### config.mk
export PLATFORM = sky130hd
export DESIGN_NAME = led_down_counter
export DESIGN_NICKNAME = d
export VERILOG_FILES = /design/src/rtl/led_down_counter.sv
export SDC_FILE = /design/constraint.sdc
export NUM_CORES = 1
export LEC_CHECK = 0
export BUFFER_PORTS_ARGS = -buffer_cell sky130_fd_sc_hd__buf_2
export CAP_MARGIN = 25
export CORE_UTILIZATION = 60
export DETAILED_ROUTE_END_ITERATION = 6
export PLACE_DENSITY_LB_ADDON = 0.2
export SYNTH_ARGS = -nofsm -noshare
export SYNTH_HDL_FRONTEND = slang
export SYNTH_SLANG_ARGS = --single-unit
### constraint.sdc
create_clock -name clk -period 3.7 [get_ports clk]
set_input_delay 0.555 -clock clk [delete_from_list [all_inputs] [get_ports clk]]
set_output_delay 0.555 -clock clk [all_outputs]
set_load 0.02 [all_outputs]
### src/rtl/led_down_counter.sv
// Loadable down-counter driving the LED bank: decrements once every DIV clocks while enabled, flags done at zero.
// Optional blink-on-done behaviour is enabled by defining LED_DOWN_COUNTER_BLINK_EN.
module led_down_counter #(
  parameter int unsigned WIDTH = 8,
  parameter int unsigned DIV   = 25_000_000
) (
  input  logic             clk,
  input  logic             rst_n,
  input  logic             load,
  input  logic [WIDTH-1:0] load_val,
  input  logic             en,
  output logic [WIDTH-1:0] leds,
  output logic             done
);

  typedef enum logic [1:0] {
    ST_IDLE  = 2'd0,
    ST_RUN   = 2'd1,
    ST_PAUSE = 2'd2,
    ST_DONE  = 2'd3
  } state_t;

  localparam logic [31:0]      PRE_LAST = 32'(DIV - 1);
  localparam logic [WIDTH-1:0] CNT_ONE  = {{(WIDTH-1){1'b0}}, 1'b1};

  state_t           state_q, state_d;
  logic [WIDTH-1:0] count_q, count_d;
  logic [31:0]      pre_q, pre_d;
  logic [WIDTH-1:0] leds_q, leds_d;
  logic             done_q, done_d;
  logic             tick_s;
`ifdef LED_DOWN_COUNTER_BLINK_EN
  logic             phase_q, phase_d;
`endif

  assign tick_s = (pre_q == PRE_LAST);

  // Next-state logic: load overrides everything, then per-state behaviour.
  always_comb begin
    state_d = state_q;
    count_d = count_q;
    pre_d   = pre_q;
`ifdef LED_DOWN_COUNTER_BLINK_EN
    phase_d = phase_q;
`endif
    if (load) begin
      count_d = load_val;
      pre_d   = 32'd0;
`ifdef LED_DOWN_COUNTER_BLINK_EN
      phase_d = 1'b0;
`endif
      if (load_val == {WIDTH{1'b0}}) begin
        state_d = ST_DONE;
      end else if (en) begin
        state_d = ST_RUN;
      end else begin
        state_d = ST_PAUSE;
      end
    end else begin
      case (state_q)
        ST_IDLE: begin
          state_d = ST_IDLE;
        end
        ST_RUN: begin
          // Dropping en freezes pre where it is so the tick phase survives the pause.
          if (!en) begin
            state_d = ST_PAUSE;
          end else if (tick_s) begin
            pre_d   = 32'd0;
            count_d = count_q - CNT_ONE;
            if (count_q == CNT_ONE) begin
              state_d = ST_DONE;
`ifdef LED_DOWN_COUNTER_BLINK_EN
              phase_d = 1'b1;
`endif
            end else begin
              state_d = ST_RUN;
            end
          end else begin
            pre_d = pre_q + 32'd1;
          end
        end
        ST_PAUSE: begin
          if (en) begin
            state_d = ST_RUN;
          end else begin
            state_d = ST_PAUSE;
          end
        end
        ST_DONE: begin
          count_d = {WIDTH{1'b0}};
`ifdef LED_DOWN_COUNTER_BLINK_EN
          if (tick_s) begin
            pre_d   = 32'd0;
            phase_d = ~phase_q;
          end else begin
            pre_d = pre_q + 32'd1;
          end
`else
          pre_d = 32'd0;
`endif
        end
        default: begin
          state_d = ST_IDLE;
        end
      endcase
    end
  end

  // Output values derived from next state so leds/done land on the same edge as count.
  always_comb begin
    done_d = (state_d == ST_DONE);
    if (done_d) begin
`ifdef LED_DOWN_COUNTER_BLINK_EN
      leds_d = {WIDTH{phase_d}};
`else
      leds_d = {WIDTH{1'b0}};
`endif
    end else begin
      leds_d = count_d;
    end
  end

  // State and output registers.
  always_ff @(posedge clk or negedge rst_n) begin
    if (!rst_n) begin
      state_q <= ST_IDLE;
      count_q <= {WIDTH{1'b0}};
      pre_q   <= 32'd0;
      leds_q  <= {WIDTH{1'b0}};
      done_q  <= 1'b0;
    end else begin
      state_q <= state_d;
      count_q <= count_d;
      pre_q   <= pre_d;
      leds_q  <= leds_d;
      done_q  <= done_d;
    end
  end

`ifdef LED_DOWN_COUNTER_BLINK_EN
  // Blink phase register.
  always_ff @(posedge clk or negedge rst_n) begin
    if (!rst_n) begin
      phase_q <= 1'b0;
    end else begin
      phase_q <= phase_d;
    end
  end
`endif

  assign leds = leds_q;
  assign done = done_q;

endmodule
# Word-level counts from Yosys, hierarchy flattened
# Cells that the tools add are included.
[word_totals]
register_bits = 51
word_cells = 34
[op_classes]
n_addsub = 2
n_eq_ne = 7
n_mux = 16
reduce_logical = 4
[op_table]
columns = ["op", "n"]
rows = [
  ["$mux 32", 3],
  ["$pmux 32 s2", 1],
  ["$add 32x1->32 const B", 1],
  ["$eq 32x25->1 const B", 1],
  ["$mux 8", 4],
  ["$pmux 8 s2", 1],
  ["$mux 2", 6],
  ["$eq 8x1->1 const B", 1],
  ["$logic_not 8->1", 1],
  ["$sub 8x1->8 const B", 1],
  ["$eq 2x2->1 const B", 3],
  ["$pmux 2 s3", 1],
  ["$ne 3x3->1 const B", 1],
  ["$reduce_bool 3->1", 1],
  ["$eq 2x1->1 const B", 1],
  ["$logic_not 2->1", 1],
  ["$reduce_and 2->1", 1],
]

# Depth between registers and ports, before layout
# Gate-level depths: netlist (run 1).
[depth]
ltp_word = 8
depth_mapped = 9
depth_no_buf = 7

# Worst setup path after synthesis (run 1)
# Ideal clock, no wire load.
[synth_timing]
path_type = "register to register"
start = "register pre_q[0]"
end = "register leds_q[6] (netlist: leds[6])"
arrival_time_ns = 1.806
required_time_ns = 3.554
path_slack_ns = 1.748
stages_incl_launch_ff = 9
path_buffers = 2
cell_sequence = "dfrtp_1 -> ha_1 -> and4_1 -> clkbuf_2 -> and3_1 -> nand3_2 -> buf_6 -> o311ai_0 -> a31oi_1"
[synth_via]
elab_chain_cells = 7
[synth_rtl]
columns = ["item", "line", "rtl"]
rows = [
  ["start: declaration", "28", "logic [31:0] pre_q, pre_d;"],
  ["start signal: assignment", "135", "pre_q <= pre_d;"],
  ["$eq 32x25->1 *", "36", "assign tick_s = (pre_q == PRE_LAST);"],
  ["$mux 2", "68", "end else if (tick_s) begin"],
  ["$mux 2", "66", "if (!en) begin"],
  ["$pmux 2 s3", "60", "case (state_q)"],
  ["$mux 2", "46", "if (load) begin"],
  ["$eq 2x2->1", "112", "done_d = (state_d == ST_DONE);"],
  ["$mux 8 *", "113", "if (done_d) begin"],
  ["net leds_d[6]", "29", "logic [WIDTH-1:0] leds_q, leds_d;"],
  ["end signal: assignment", "130", "leds_q <= {WIDTH{1'b0}};"],
  ["end signal: assignment", "136", "leds_q <= leds_d;"],
  ["end: declaration", "29", ""],
]
# The timed path passes the listed nets; every way through them passes the cells marked *.
# A chain may end at the register's enable or synchronous reset.

# Final worst setup path (run 1)
[layout_timing]
start = "register pre_q[0]"
end = "register pre_q[21]"
[layout_via]
elab_chain_cells = 5
[layout_rtl]
columns = ["item", "line"]
rows = [
  ["$add 32x1->32 / $eq 32x25->1 (equally long branches)", "80, 36"],
  ["$mux 32 *", "68"],
  ["$mux 32 *", "66"],
  ["$pmux 32 s2 *", "60"],
  ["$mux 32 *", "46"],
]
# Every way passes the cells marked *; elsewhere a longest branch is shown, timed or not. The select of a mux whose other input is x is not followed.

==> out/qor.csv, run 1 <==
stage,metric,value,unit
clock_network,H-tree Lvls,2,
power_and_ir_drop,Reg power frac,55.9,%
clock_network,CTS root buffer,clkbuf_8,
setup_path,Crit Reg-Reg Endpoint,pre_q[21],
clock_network,clock buffer depth,2,
setup_path,crit path max fanout,8,
floorplanning,DIE HEIGHT,72.6,um
timing,Slew headroom,40.4,%
yosys,post-synthesis cell count,327,
final_layout,layout cells sized above 1,12.8,%
yosys,number of synthesized flops with an enable pin,0,
yosys,"flops & latches, synth",51,
floorplanning,die width,72.6,um
power_and_ir_drop,Switching Share,28.7,%
routing,First-pass DRT Iterations,5,
setup_path,Worst EP required,3.90,ns
setup_path,worst setup path endpoint,pre_q[21],
global_route,pin count of the biggest net entering global routing,31,
setup_path,Worst path max stage delay,0.59,ns
min_path,Hold Crit Class,input port to async pin,
clock_network,clock sinks,51,
timing,"Hold Vio Cnt, Final",0,
power_and_ir_drop,Comb pwr share,15.5,%
yosys,syn avg cell area,9.14,sq um
routing,Vias/cell,6.49,
timing,Tmin final,2.36,ns
routing,drt drc,0,
final_layout,post-layout net count,357,
clock_network,total CTS buffers,5,
power_and_ir_drop,pwr/cell area,339,nW/um^2
floorplanning,Die ar.,5270,sq um
placed_design,Post-DP Area,3120,sq um
placed_design,Detail Placement HPWL,5.16,mm
timing,Final setup viols,0,
global_route,antenna violations before repair,0,
clock_network,worst skew pair latency,0.31,ns
setup_path,worst r2r src,pre_q[0],
power_and_ir_drop,Worst VDD drop,272,uV
yosys,Syn Std Cell Area,2990,sq um
power_and_ir_drop,internal power,776,uW
timing,Slew Limit Fails,0,
setup_path,crit path kind,flip-flop to flip-flop,
timing,Max Clk Rate,424,MHz
routing,DRT iter0 DRCs,357,
placed_design,Final Wtd Congestion,0.873,
yosys,Synth Net Count,342,
final_layout,Area Growth Syn to Fin,7.15,%
global_route,All-Layer GR Usage,29.7,%
final_layout,Layout Cell Area excl Fill,3200,sq um
routing,WL/cell,17.2,um
timing,Final period util,63.7,%
setup_path,r2r setup slk,1.34,ns
setup_path,crit path DAT,2.56,ns
clock_network,Post-CTS Setup Bufs,0,
timing,Slew @ Worst Pin,0.894,ns
routing,Post-Route WL,7.04,mm
setup_path,crit-path cells,"ha_1, and4_1, and3_1, nand3_2, a21oi_1, buf_4, nor2_1",
floorplanning,I/O pins,21,
final_layout,n_diodes,0,
setup_path,CP endpoint kind,flip-flop,
setup_path,Critical Path Source Type,flip-flop,
floorplanning,Cell Rows,25,
run_status,status,"finished, final reports clean",
yosys,"Seq/Total Area, Yosys",42.7,%
floorplanning,Placeable Area,4750,sq um
job,Max Cap Viol,0,
routing,vias,2662,
setup_path,Worst Setup SP,pre_q[0],
setup_path,CP max stage cell,a21oi_1,
global_route,first-pass GRT wire length,12.0,mm
yosys,"Async S/R FF share, synth",100,%
yosys,Yosys warnings,0,
timing,setup TNS,0,ns
clock_network,clock transition at the registers of the reported paths,0.09,ns
clock_network,# resized after CTS,0,
placed_design,Port Buffers,20,
power_and_ir_drop,Leakage,1.27,nW
global_route,total global routing overflow,0,
yosys,ys flop type,dfrtp_1,
routing,Antenna Violating Nets Remaining,0,
floorplanning,initial cell density of the core,62.9,%
timing,clock skew,0.00844,ns
power_and_ir_drop,Clock power frac,28.6,%
global_route,vias in the first global route,2417,
clock_network,CTS tree,yes,
yosys,Netlist cell types,57,
setup_path,R2R depth,7,
clock_network,hold-fix buffers at CTS,0,
timing,RSZ-0062 raised after global routing,no,
power_and_ir_drop,Net Sw Power,312,uW
-- power by group through the flow --
stage / Clock [mW] / Combinational [mW] / Sequential, mW
4_1_cts: 0.317 / 0.168 / 0.607
5_1_grt: 0.346 / 0.188 / 0.612
3_5_place_dp: 0 / 0.167 / 0.618
3_3_place_gp: 0 / 0.163 / 0.616
2_1_floorplan: 0 / 0.0957 / 0.625
6_report: 0.311 / 0.169 / 0.607
-- worst min path at each step --
stage / from / end / cells past startpoint
2_1_floorplan: rst_n / count_q[0] / 0
3_3_place_gp: pre_q[31] / pre_q[31] / 1
3_5_place_dp: pre_q[31] / pre_q[31] / 1
4_1_cts: rst_n / pre_q[15] / 1
5_1_grt: rst_n / leds[4] / 1
6_report: rst_n / leds[4] / 1
-- final cells by class --
type / count / area [sq um]
inverters: 9 / 33.8
flip-flops and latches: 51 / 1280
fillers: 394 / 1550
well taps: 67 / 83.8
multi-input cells: 249 / 1570
clock inverters: 1 / 5.00
repair buffers: 26 / 158
clock buffers: 7 / 76.3
-- metal layers --
layer | track usage [%] | up-vias | wire [um]
met5 | 0 | - | 0
met4 | 8.50 | 0 | 86
met3 | 4.28 | 11 | 400
met1 | 46.3 | 1296 | 3370
met2 | 42.8 | 96 | 3190
li1 | - | 1259 | -
-- worst max-delay path: cells and delay by family, from the launching register on --
family	cells	cell delay (ns)
adder cells (fa/ha/maj)	1	0.23
flip-flops	1	0.43
AO/OA/AOI/OAI	1	0.59
buffers and inverters	1	0.27
AND/OR/NAND/NOR	4	0.72
-- placed cells by master, fill, tap and decap left out, drive strengths merged, types with 3 or more instances in the layout --
master	n
o21ai	6
nand3	23
o211ai	4
and4	5
buf	26
a31oi	14
a21oi	13
nand2	28
a22o	4
o2111ai	3
dfrtp	51
nor4	13
nor2b	3
xnor2	11
or4	7
nor3	20
o22ai	3
or3	5
nand4	9
and2	3
o31ai	3
mux2i	5
clkbuf	7
inv	9
ha	3
o22a	3
nor2	26
and3	8
-- state kept, by name (all words and copies together), names as in the netlist --
register and cells:
count_q 8, pre_q 32, done 1, leds 8, state_q 2
-- kinds of logic after synthesis --
logic type               share of synthesized area, %
multiplexers                                     1.67
adder cells (fa/ha/maj)                          1.59
AO/OA/AOI/OAI                                    16.3
AND/OR/NAND/NOR                                  29.2
flip-flops                                       42.7
buffers and inverters                            4.77
XOR/XNOR                                         3.81
-- stage by stage --
stage          util [%]  hold WS, ns  worst slack [ns]  power (mW)  instances
2_1_floorplan         -        0.259              1.75       0.721        327
3_3_place_gp       65.3        0.487              1.42       0.779        401
3_5_place_dp       65.7        0.495              1.36       0.785        402
4_1_cts            67.4        0.223              1.34        1.09        410
5_1_grt            67.4        0.247              1.11        1.15        410
6_report           67.4        0.209              1.34        1.09        410
-- Yosys cell counts (4+ instances only) --
master	number	area share, %
or4_1	6	1.5
and3_1	8	1.7
or3_1	5	1.0
dfrtp_1	51	43
a22o_1	4	1.2
o21ai_0	6	1.0
mux2i_1	5	1.7
clkbuf_1	6	0.75
nor4_1	11	2.3
nand3_1	21	3.5
a21oi_1	13	2.2
xnor2_1	11	3.2
inv_1	9	1.1
nand4_1	9	1.9
nor2_1	26	3.3
o211ai_1	4	1.0
buf_2	4	0.67
and4_1	4	1.2
nor3_1	19	3.2
a31oi_1	14	2.9
nand2_1	28	3.5
Power figures use the tool's default switching activity.
==> run 2, diff against run 1 <==
--- a/config.mk
+++ b/config.mk
@@ -5,6 +5,7 @@
 export SDC_FILE = /design/constraint.sdc
 export NUM_CORES = 1
 export LEC_CHECK = 0
+export ABC_AREA = 1
 export BUFFER_PORTS_ARGS = -buffer_cell sky130_fd_sc_hd__buf_2
 export CAP_MARGIN = 25
 export CORE_UTILIZATION = 60
==> constraint.sdc (replaced) <==
create_clock -name clk -period 2.3 [get_ports clk]
set_input_delay 0.345 -clock clk [delete_from_list [all_inputs] [get_ports clk]]
set_output_delay 0.345 -clock clk [all_outputs]
set_load 0.02 [all_outputs]
==> run 2 against run 1 <==
  * Critical endpoint is now pre_q[4]
  * Synthesized area grew 10%
  * Clock skew grew 0.00075 ns
  * Cell count grew 25%
  * Utilization grew 0.44 points
  * Setup slack lost 1.0 ns
  * Power grew 64%
  * Hold slack lost 0.094 ns
  * Maximum frequency grew 20%
==> out/qor.csv, run 2 <==
stage,metric,value,unit
run_status,status,"finished, final reports clean",
yosys,Syn Std Cell Area,3290,sq um
power_and_ir_drop,pwr/cell area,504,nW/um^2
yosys,ys flop type,dfrtp_1,
timing,"Hold Vio Cnt, Final",0,
clock_network,CTS tree,yes,
final_layout,max reg flops,32,
yosys,Post-synth top cells,"88 x nand2_1, 53 x nor2_1, 51 x dfrtp_1",
power_and_ir_drop,Overall Power,1.78,mW
yosys,Post-Synth Simple-Gate Area,40.5,%
placed_design,dpl cells,503,
final_layout,post-layout net count,455,
floorplanning,I/O pins,21,
final_layout,Layout Cells excl Fill,511,
yosys,largest family of logic cells by synthesized area,simple AND/OR/NAND/NOR gates,
setup_path,crit path max fanout,14,
final_layout,n_diodes,0,
timing,Tmin final,1.96,ns
yosys,post-synth top area share,38.8,%
floorplanning,Placeable Area,5200,sq um
timing,setup TNS,0,ns
timing,Final period util,85.4,%
routing,vias,2931,
yosys,"Async S/R FF share, synth",100,%
clock_network,clock sinks,51,
final_layout,layout cells sized above 1,21.3,%
clock_network,H-tree Lvls,2,
setup_path,Worst EP required,2.49,ns
global_route,total global routing overflow,0,
global_route,antenna violations before repair,0,
placed_design,Post-DP Area,3440,sq um
yosys,Netlist cell types,43,
placed_design,Final Wtd Congestion,0.950,
clock_network,CTS root buffer,clkbuf_8,
routing,Vias/cell,5.74,
timing,hold_ws,0.115,ns
yosys,xor/xnor cell area share of the yosys netlist,3.46,%
setup_path,CP endpoint kind,flip-flop,
yosys,"Seq/Total Area, Yosys",38.8,%
yosys,synth top area cells,"dfrtp_1 39%, nand2_1 10%, nor2_1 6.0%, nand4_1 4.6%, inv_1 4.3%",
yosys,"flops & latches, synth",51,
global_route,All-Layer GR Usage,28.4,%
yosys,Synth Net Count,434,
final_layout,"most common cell after layout, fill and taps aside",nand2_1,
routing,DRT iter0 DRCs,320,
yosys,most common cell in the synthesized netlist,nand2_1,
global_route,pin count of the biggest net entering global routing,52,
setup_path,Critical Path Source Type,flip-flop,
yosys,Yosys warnings,0,
setup_path,crit path kind,flip-flop to flip-flop,
yosys,compound-cell area share of the yosys netlist,8.89,%
placed_design,Port Buffers,20,
clock_network,worst skew pair latency,0.32,ns
clock_network,# resized after CTS,0,
final_layout,filler cell count in the final layout,450,
power_and_ir_drop,Worst VDD drop,404,uV
clock_network,clock transition at the registers of the reported paths,0.10,ns
timing,fin worst setup slack,0.335,ns
global_route,vias in the first global route,2793,
yosys,Synth Area in Adders,1.14,%
floorplanning,DIE HEIGHT,76.1,um
yosys,number of synthesized flops with an enable pin,0,
final_layout,fin util,67.8,%
timing,RSZ-0062 raised after global routing,no,
routing,Antenna Violating Nets Remaining,0,
yosys,syn avg cell area,7.86,sq um
job,Max Cap Viol,0,
clock_network,total CTS buffers,5,
placed_design,Detail Placement HPWL,5.77,mm
timing,Slew Limit Fails,0,
floorplanning,Die ar.,5790,sq um
timing,Max Clk Rate,509,MHz
floorplanning,initial cell density of the core,63.3,%
routing,First-pass DRT Iterations,5,
yosys,mux cell area share after synthesis,0,%
routing,Post-Route WL,7.66,mm
timing,Final setup viols,0,
global_route,first-pass GRT wire length,13.0,mm
min_path,Hold Crit Class,input port to async pin,
routing,drt drc,0,
routing,WL/cell,15.0,um
final_layout,Area Growth Syn to Fin,7.22,%
floorplanning,die width,76.1,um
setup_path,crit path DAT,2.15,ns
clock_network,hold-fix buffers at CTS,0,
placed_design,pre-CTS worst setup slack,0.360,ns
final_layout,Layout Cell Area excl Fill,3530,sq um
floorplanning,Cell Rows,26,
final_layout,register with the most flip-flops,pre_q,
timing,Slew @ Worst Pin,0.620,ns
clock_network,clock buffer depth,2,
clock_network,Post-CTS Setup Bufs,0,
timing,clock skew,0.00919,ns
timing,Slew headroom,58.6,%
final_layout,"leading cell types in the layout, fill and taps excluded","88 x nand2_1, 53 x nor2_1, 51 x dfrtp_1",
yosys,post-synthesis cell count,419,
power_and_ir_drop,Leakage,1.50,nW
yosys,Yosys top cell by area,dfrtp_1,
-- run 2: cell types whose count changed after synthesis, moves of 9 or more --
cell / delta
nand2_1: +60
inv_1: +29
nor2_1: +27
nand4_1: +15
a31oi_1: -12
xnor2_1: -11
xor2_1: +11
nand2_2: +10
nor4_1: -10
a21oi_2: +9
-- run 2: power by group --
group / leakage, nW / switching [mW] / internal (mW) / total (mW)
clock network: 0.0491 / 0.332 / 0.224 / 0.556
registers: 0.685 / 0.0269 / 0.931 / 0.958
logic: 0.766 / 0.191 / 0.0757 / 0.266
total: 1.50 / 0.550 / 1.23 / 1.78
-- run 2: cell families after synthesis --
kind of cell	after synthesis
buf+inv	56
simple gates	252
flops	51
compound gates	44
xor+xnor	13
fa+ha+maj	3
-- run 2: layout make-up --
| cell class | instances | area [sq um] | area share, % |
|---|---|---|---|
| Timing Repair Buffer | 21 | 108 | 3.05 |
| Sequential cell | 51 | 1280 | 36.1 |
| Multi-Input combinational cell | 312 | 1780 | 50.3 |
| Tap cell | 70 | 87.6 | 2.48 |
| Clock inverter | 3 | 26.3 | 0.744 |
| Clock buffer | 5 | 68.8 | 1.95 |
| Inverter | 49 | 188 | 5.32 |
-- run 2: final timing paths --
check / from / to / slack, ns / cells past startpoint
setup reg to reg: pre_q[0] / pre_q[4] / 0.34 / 8
max in group asynchronous: rst_n / state_q[0] / 1.76 / 2
setup / recovery: pre_q[0] / pre_q[4] / 0.34 / 8
hold reg to reg: pre_q[1] / pre_q[1] / 0.53 / 2
hold / removal: rst_n / pre_q[19] / 0.12 / 2
min in group clk: load_val[6] / count_q[6] / 0.27 / 3
-- run 2: critical path, stage by stage (launching register included) --
cell and delay [ns]:
dfrtp_1 0.38, ha_1 0.19, nand2_2 0.10, nor3_4 0.29
nand3_4 0.15, o21ai_2 0.23, nand2_2 0.17, clkinv_2 0.22
a211oi_1 0.09
-- run 2: metal layers --
| layer | wire length [um] | vias to the layer above | global-route usage, % |
|---|---|---|---|
| met4 | 148 | 0 | 10.2 |
| met3 | 661 | 20 | 4.91 |
| met2 | 3320 | 145 | 42.4 |
| met5 | 0 | - | 0 |
| met1 | 3530 | 1334 | 41.4 |
| li1 | - | 1432 | - |
==> run 3, diff against run 2 <==
--- a/config.mk
+++ b/config.mk
@@ -7,8 +7,10 @@
 export LEC_CHECK = 0
 export ABC_AREA = 1
 export BUFFER_PORTS_ARGS = -buffer_cell sky130_fd_sc_hd__buf_2
-export CAP_MARGIN = 25
-export CORE_UTILIZATION = 60
+export CAP_MARGIN = 20
+export CELL_PAD_IN_SITES_DETAIL_PLACEMENT = 0
+export CELL_PAD_IN_SITES_GLOBAL_PLACEMENT = 2
+export CORE_UTILIZATION = 36
 export DETAILED_ROUTE_END_ITERATION = 6
 export PLACE_DENSITY_LB_ADDON = 0.2
 export SYNTH_ARGS = -nofsm -noshare
==> run 3 against run 2 <==
  * Non-clock buffer count stayed put
  * Largest power group unchanged
  * Register-to-register slack hardly changed
  * Combinational power up 2%
  * Power about the same
  * Critical path depth is 4 higher
  * Clock skew is 0.0017 ns lower
  * Flip-flop and latch count stayed put
  * Design area is 1.6% higher
  * Critical path type unchanged
  * Hold slack got worse by 0.098 ns
  * Via count down 6.2%
==> out/qor.csv, run 3 (synthesis gave the netlist of run 2 again) <==
stage,metric,value,unit
floorplanning,Placeable Area,8810,sq um
routing,met2 WL,3.53,mm
routing,M1 WL,4.51,mm
setup_path,Critical Path Source Type,flip-flop,
clock_network,clock sinks,51,
final_layout,Layout Cell Area excl Fill,3590,sq um
final_layout,max reg flops,32,
setup_path,Worst EP required,2.51,ns
routing,Post-Route WL,8.52,mm
global_route,total global routing overflow,0,
clock_network,hold-fix buffers at CTS,0,
clock_network,worst skew pair latency,0.31,ns
routing,Antenna Violating Nets Remaining,0,
run_status,status,"finished, final reports clean",
setup_path,crit-path cells,"ha_1, nand2_2, nor2_2, nand2_2, nor2_2, inv_2, nor2_8, nand3_2, inv_2, nand2_2, o21ai_2, a21oi_2",
routing,DR top layer,met4,
setup_path,R2R depth,12,
setup_path,r2r setup slk,0.32,ns
timing,fin worst setup slack,0.325,ns
routing,wire length on met3,376,um
clock_network,# resized after CTS,0,
clock_network,clock buffer depth,2,
setup_path,CP most frequent cell,nand2_2,
final_layout,"most common cell after layout, fill and taps aside",nand2_1,
timing,hold_ws,0.0178,ns
routing,Vias/cell,5.01,
final_layout,layout cells sized above 1,21.3,%
setup_path,crit path kind,flip-flop to flip-flop,
timing,RSZ-0062 raised after global routing,no,
power_and_ir_drop,Overall Power,1.78,mW
power_and_ir_drop,pwr/cell area,497,nW/um^2
setup_path,CP endpoint kind,flip-flop,
floorplanning,Cell Rows,34,
floorplanning,initial cell density of the core,37.4,%
timing,Final period util,85.9,%
setup_path,crit path max fanout,6,
setup_path,Worst path max stage delay,0.38,ns
global_route,vias in the first global route,2715,
timing,Slew headroom,61.5,%
floorplanning,die width,97.6,um
power_and_ir_drop,Leakage,1.50,nW
clock_network,total CTS buffers,5,
placed_design,Final Wtd Congestion,0.837,
timing,Max Clk Rate,506,MHz
floorplanning,Die ar.,9530,sq um
clock_network,CTS root buffer,clkbuf_8,
clock_network,Post-CTS Setup Bufs,0,
power_and_ir_drop,Worst VDD drop,255,uV
routing,First-pass DRT Iterations,4,
placed_design,Post-DP Area,3500,sq um
routing,drt drc,0,
setup_path,worst r2r src,pre_q[1],
setup_path,crit path DAT,2.19,ns
timing,clock skew,0.00746,ns
final_layout,filler cell count in the final layout,930,
final_layout,post-layout net count,455,
global_route,antenna violations before repair,0,
min_path,Hold Crit Class,input port to async pin,
final_layout,n_diodes,0,
final_layout,"leading cell types in the layout, fill and taps excluded","88 x nand2_1, 53 x nor2_1, 51 x dfrtp_1",
timing,Tmin final,1.98,ns
setup_path,Crit Reg-Reg Endpoint,pre_q[20],
clock_network,H-tree Lvls,2,
placed_design,Detail Placement HPWL,6.64,mm
routing,vias,2749,
setup_path,CP max stage cell,dfrtp_1,
timing,Slew Limit Fails,0,
clock_network,CTS tree,yes,
global_route,first-pass GRT wire length,14.6,mm
floorplanning,DIE HEIGHT,97.6,um
timing,Final setup viols,0,
timing,"Hold Vio Cnt, Final",0,
floorplanning,I/O pins,21,
placed_design,pre-CTS worst setup slack,0.322,ns
job,Max Cap Viol,0,
routing,DRT iter0 DRCs,173,
placed_design,Port Buffers,20,
final_layout,register with the most flip-flops,pre_q,
global_route,All-Layer GR Usage,19.5,%
clock_network,clock transition at the registers of the reported paths,0.10,ns
timing,Slew @ Worst Pin,0.577,ns
final_layout,Area Growth Syn to Fin,8.97,%
routing,WL/cell,15.5,um
global_route,pin count of the biggest net entering global routing,30,
timing,setup TNS,0,ns
-- run 3: how the worst max path moves through the flow --
stage,from,endpoint,slack [ns]
5_1_grt,pre_q[1],pre_q[16],0.15
2_1_floorplan,pre_q[1],leds[0],0.67
3_5_place_dp,pre_q[1],pre_q[16],0.32
3_3_place_gp,pre_q[1],pre_q[17],0.33
6_report,pre_q[1],pre_q[20],0.32
4_1_cts,pre_q[1],pre_q[16],0.30
-- run 3: area by class of cell --
cell class | instances | area, sq um | area share (%)
Clock buffer | 5 | 68.8 | 1.92
Tap cell | 108 | 135 | 3.77
Inverter | 49 | 188 | 5.23
Clock inverter | 3 | 23.8 | 0.662
Timing Repair Buffer | 21 | 120 | 3.35
Sequential cell | 51 | 1280 | 35.6
Multi-Input combinational cell | 312 | 1780 | 49.5
-- run 3: worst max-delay path, delay by kind of cell, from the launching register on --
| family | cells | cell delay, ns |
|---|---|---|
| and+or+nand+nor | 7 | 0.94 |
| DFF | 1 | 0.38 |
| buffers and inverters | 2 | 0.21 |
| adders and majority gates | 1 | 0.19 |
| AOI/OAI and AO/OA | 2 | 0.16 |
-- run 3: routing by layer --
layer	vias to the layer above	global-route usage (%)
li1	1430	-
met2	53	26.6
met5	-	0
met1	1257	31.0
met4	0	5.24
met3	9	3.45
-- run 3: power by group --
group | internal (mW) | switching [mW] | total, mW
registers | 0.931 | 0.0278 | 0.959
logic | 0.0779 | 0.192 | 0.270
clock network | 0.219 | 0.334 | 0.552
total | 1.23 | 0.554 | 1.78
-- run 3: stage by stage --
stage	instances	util (%)
global placement	541	39.7
global route	549	40.8
CTS	549	40.8
detailed placement	541	39.7
floorplan	419	-
finish	549	40.8
